===== config.mk =====
export PLATFORM = sky130hd
export DESIGN_NAME = shift_arbiter
export DESIGN_NICKNAME = d
export VERILOG_FILES = /design/src/rtl/shift_arbiter.sv
export SDC_FILE = /design/constraint.sdc
export NUM_CORES = 1
export LEC_CHECK = 0
export CAP_MARGIN = 20
export CORE_MARGIN = 2
export CORE_UTILIZATION = 48
export CTS_CLUSTER_SIZE = 8
export DETAILED_ROUTE_END_ITERATION = 8
export PLACE_DENSITY_LB_ADDON = 0.1
export SYNTH_ARGS = -nofsm -noshare
export SYNTH_HDL_FRONTEND = slang
export SYNTH_SLANG_ARGS = --single-unit

===== constraint.sdc =====
create_clock -name clk -period 3 [get_ports clk]
set_clock_uncertainty 0.15 [all_clocks]
set_input_delay 0.45 -clock clk [delete_from_list [all_inputs] [get_ports clk]]
set_output_delay 0.45 -clock clk [all_outputs]
set_load 0.02 [all_outputs]

===== src/rtl/shift_arbiter.sv =====
// Two-requester arbiter in front of one shared 16-bit barrel shifter (SLL/SRA/ROR).
// The result lands in a single-entry response slot; contention cycles feed a saturating counter.
module shift_arbiter #(
  parameter bit RR_EN = 1'b1,
  parameter int CNT_W = 16
) (
  input  logic             clk,
  input  logic             rst,
  input  logic             req0_valid,
  output logic             req0_ready,
  input  logic [15:0]      req0_data,
  input  logic [3:0]       req0_shamt,
  input  logic [1:0]       req0_mode,
  input  logic             req1_valid,
  output logic             req1_ready,
  input  logic [15:0]      req1_data,
  input  logic [3:0]       req1_shamt,
  input  logic [1:0]       req1_mode,
  output logic             rsp_valid,
  input  logic             rsp_ready,
  output logic [15:0]      rsp_data,
  output logic             rsp_zero,
  output logic             rsp_id,
  output logic [CNT_W-1:0] conflict_cnt
);

  localparam logic [1:0] MODE_SLL = 2'b00;
  localparam logic [1:0] MODE_SRA = 2'b01;
  localparam logic [1:0] MODE_ROR = 2'b10;

  logic             rsp_valid_q, rsp_valid_d;
  logic [15:0]      rsp_data_q, rsp_data_d;
  logic             rsp_zero_q, rsp_zero_d;
  logic             rsp_id_q, rsp_id_d;
  logic             last_grant_q, last_grant_d;
  logic [CNT_W-1:0] conflict_cnt_q, conflict_cnt_d;

  logic        both_valid;
  logic        can_accept;
  logic        grant_id;
  logic        xfer;
  logic [15:0] op_data;
  logic [3:0]  op_shamt;
  logic [1:0]  op_mode;
  logic [15:0] shift_res;

  always_comb begin
    both_valid = req0_valid && req1_valid;
    can_accept = !rsp_valid_q || rsp_ready;
    if (both_valid) grant_id = RR_EN ? !last_grant_q : 1'b0;
    else            grant_id = req1_valid;
    req0_ready = !rst && can_accept && req0_valid && !grant_id;
    req1_ready = !rst && can_accept && req1_valid && grant_id;
    xfer       = req0_ready || req1_ready;
    op_data    = grant_id ? req1_data  : req0_data;
    op_shamt   = grant_id ? req1_shamt : req0_shamt;
    op_mode    = grant_id ? req1_mode  : req0_mode;
  end

  // Log-stage barrel: stage i moves by 2**i when shamt bit i is set.
  always_comb begin
    logic [15:0] stage;
    logic [15:0] sign_fill;
    stage     = op_data;
    sign_fill = {16{op_data[15]}};
    for (int i = 0; i < 4; i++) begin
      int sh;
      sh = 1 << i;
      if (op_shamt[i]) begin
        case (op_mode)
          MODE_SLL: stage = stage << sh;
          MODE_SRA: stage = (stage >> sh) | (sign_fill & ~(16'hFFFF >> sh));
          MODE_ROR: stage = (stage >> sh) | (stage << (16 - sh));
          default:  stage = stage;
        endcase
      end
    end
    shift_res = (op_mode == 2'b11) ? 16'h0000 : stage;
  end

  always_comb begin
    rsp_valid_d    = rsp_valid_q;
    rsp_data_d     = rsp_data_q;
    rsp_zero_d     = rsp_zero_q;
    rsp_id_d       = rsp_id_q;
    last_grant_d   = last_grant_q;
    conflict_cnt_d = conflict_cnt_q;
    if (xfer) begin
      rsp_valid_d  = 1'b1;
      rsp_data_d   = shift_res;
      rsp_zero_d   = (shift_res == 16'h0000);
      rsp_id_d     = grant_id;
      last_grant_d = grant_id;
      if (both_valid && !(&conflict_cnt_q)) conflict_cnt_d = conflict_cnt_q + 1'b1;
    end else if (rsp_ready) begin
      rsp_valid_d = 1'b0;
    end
  end

  always_ff @(posedge clk) begin
    if (rst) begin
      rsp_valid_q    <= 1'b0;
      rsp_data_q     <= 16'h0000;
      rsp_zero_q     <= 1'b0;
      rsp_id_q       <= 1'b0;
      last_grant_q   <= 1'b1;
      conflict_cnt_q <= '0;
    end else begin
      rsp_valid_q    <= rsp_valid_d;
      rsp_data_q     <= rsp_data_d;
      rsp_zero_q     <= rsp_zero_d;
      rsp_id_q       <= rsp_id_d;
      last_grant_q   <= last_grant_d;
      conflict_cnt_q <= conflict_cnt_d;
    end
  end

  assign rsp_valid    = rsp_valid_q;
  assign rsp_data     = rsp_data_q;
  assign rsp_zero     = rsp_zero_q;
  assign rsp_id       = rsp_id_q;
  assign conflict_cnt = conflict_cnt_q;

endmodule

==> flow_summary.toml <==
[global_routing]
track_usage = 0.420
grt_pass1_wl_um = 32600
antenna_found_initial = 0
grt_pass1_vias = 6345
grt-ovfl-total = 0
grt_max_degree = 35

[synthesis]
synth-compound-area-share = 0.334
ys_ff_latch = 36
synth-xor-area-share = 0.0331
yosysWarnings = 0
syn_inst = 603
synth_top_family_by_area = "compound AO/OA/AOI/OAI gates"
synth.area.top_cells = "dfxtp_1, nor2_1, nand2_1"
synth_edf_count = 0
synth_commonest_cells = "nor2_1, nand2_1, a21oi_1"
post-synth-top-area-fraction = 0.170
synthAdderAreaFrac = 0.00295
synth_top_area_cell = "dfxtp_1"
yosysMostFrequentCell = "nor2_1"
synth_mux_area_frac = 0.109
synth_area_um2 = 4240
synthArstFlopShare = 0
synth_area_per_cell_um2 = 7.03
synth_cell_types = 72
yosys.area_share.simple = 0.289
ys.flop_type = "dfxtp_1"
synth_fp_nets = 653
ys_seq_area_frac = 0.170

[worst_hold_path]
hold_end = "rsp_data[12]"
hold_class = "reg2reg"
hold_depth = 2
hp-start = "rsp_data[12]"

[pwr]
powerDensity_nw_per_um2 = 327
power.leakage_nw = 3.17
ir_drop_mv = 0.190

[clocking]
cts_num_sinks = 36
cts_made_buffers = 5
cts-htree-levels = 2
clk_path_buf_depth = 2
cts_tree = "yes"
clock_tree.root_cell = "clkbuf_8"
clk_pin_slew_worst_paths_ns = 0.07
clk_latency_ns = 0.29

[drt]
drt_pass1_iterations = 6
avgViaCountPerCell = 6.59
ant_nets = 0
drc = 0
drt-total-wl_um = 21300
vias = 6472
initialDrtViolationCount = 540
wl_per_cell_um = 21.7

[place]
place_congestion = 1.09
hpwl_um = 15600
port_buffers = 85
dp_slack_ns = -0.867

[setup_path]
r2r_slack_ns = -0.13
worst_r2r_endpoint = "rsp_zero"
reg2regPathDepth = 13
start_kind = "flop"
critPathRequiredTime_ns = 3.06
reg2reg_from = "last_grant_q"
critPathArrivalTime_ns = 3.19
endpoint_kind = "flop"
crit_type = "reg2reg"
path_max_fanout = 7

[sta]
timing.fmax_mhz = 319
hold_viol_final = 0
worst_slack_ns = -0.133
final_max_slew_viol_count = 0
rsz0062_at_grt = "yes"
setup_viol = 2
timing.final.crit_period_ns = 3.13
tightest_slew_ns = 0.611
slew-limit-headroom = 0.591
fin_crit_sh = 1.04

[cells_and_area]
diodes = 0
nets = 923
fin_util = 0.867
drive_above_1_share = 0.404
area_delta_synth_final_pct = 76.6

[status]
status = "finished, violations left"
violations = "negative setup slack"

[flow_run]
maxCapViolations = 0

[die]
fp.coreArea_um2 = 8640
pin_count = 86
die_x_um = 98.0
initial_core_util = 0.491
die_area_um2 = 9600
rows = 34
die_height_um = 98.0
[stage by stage]
step,TNS [ns],power (W),instances,cell area [um2],hold slack (ns)
6_report,-0.172,0.00245,982,7480,0.321
5_1_grt,-0.890,0.00254,982,7480,0.342
4_1_cts,-0.0790,0.00230,981,7230,0.318
3_5_place_dp,-11.90,0.00182,964,6670,0.306
3_3_place_gp,-10.93,0.00180,964,6670,0.292
2_1_floorplan,-0.150,0.00113,603,4260,0.310
[metal layers]
layer	track usage	vias up	wire length, um
met4	0.271	0	1860
met5	0	-	0
li1	-	2834	-
met2	0.725	499	9840
met3	0.0558	161	1860
met1	0.487	2978	7720
[cells by family (layout without fill, tap and decap cells)]
group	after synthesis	count (layout)
AO/OA/AOI/OAI	195	195
adder cells (fa/ha/maj)	1	1
multiplexers	40	40
AND/OR/NAND/NOR	257	257
XOR/XNOR	16	16
flip-flops	36	36
buffers and inverters	58	329
[state kept, by name (all words and copies together) (netlist names)]
signal,flops
rsp_data,16
rsp_valid,1
conflict_cnt,16
rsp_zero,1
last_grant_q,1
rsp_id,1
[power by group]
part / switching, W / internal (W)
Combinational: 0.000816 / 0.000752
Clock: 0.000175 / 0.000187
Sequential: 0.0000159 / 0.000503
[worst max-delay path: stages, from the launching register on]
cell      delay [ns]
dfxtp_2         0.35
a21boi_4        0.24
buf_8           0.17
buf_4           0.13
mux2_2          0.37
buf_4           0.17
a211oi_1        0.26
o21ai_1         0.12
a31oi_1         0.21
nor4_2          0.08
buf_4           0.15
nor4_4          0.27
nand4_1         0.14
o31ai_2         0.24
[repair_timing]
action / 4_1_cts / 5_1_grt
cloned: 2 / 0
resized for setup: 98 / 59
endpoints found under the setup margin: 17 / 17
buffers inserted: 7 / 2
pin swaps: 25 / 29
hold buffers: 0 / 0
[worst max path at each step]
stage	from	to	slack, ns
2_1_floorplan	req0_mode[0]	rsp_zero	-0.15
3_3_place_gp	req1_valid	rsp_zero	-0.85
3_5_place_dp	req0_mode[1]	rsp_zero	-0.87
4_1_cts	req1_data[10]	rsp_zero	-0.05
5_1_grt	last_grant_q	rsp_zero	-0.22
6_report	last_grant_q	rsp_zero	-0.13
[layout make-up]
cell class / count / area [um2]
timing repair buffer: 307 / 2630
inverter: 14 / 53.8
clock inverter: 1 / 7.51
multi-input combinational: 509 / 3850
sequential: 36 / 722
tap: 108 / 135
fill: 469 / 1150
clock buffer: 7 / 86.3
[cell usage in the layout, fill, tap and decap left out, types with 6 or more instances in the layout]
cell / Yosys / layout
o21ai_0: 21 / 12
nor2b_1: 10 / 6
nor2_1: 70 / 64
buf_6: 2 / 9
nor3_2: 0 / 7
a221oi_2: 1 / 10
xnor2_1: 6 / 6
nand2_1: 64 / 64
buf_4: 1 / 206
nor3_1: 28 / 19
a211oi_2: 1 / 9
a211o_1: 6 / 6
nand2b_1: 8 / 8
o21ai_1: 2 / 10
a21oi_1: 39 / 35
dfxtp_1: 36 / 35
xor2_1: 10 / 8
mux2i_1: 16 / 13
nand4_1: 8 / 8
a211oi_1: 18 / 8
inv_1: 13 / 12
clkbuf_8: 0 / 6
nand3_1: 31 / 31
a31oi_1: 8 / 7
clkdlybuf4s50_1: 0 / 68
mux2_2: 20 / 19
and3_1: 11 / 11
dlymetal6s2s_1: 0 / 7
No activity file was read; power rests on OpenSTA's default activity.
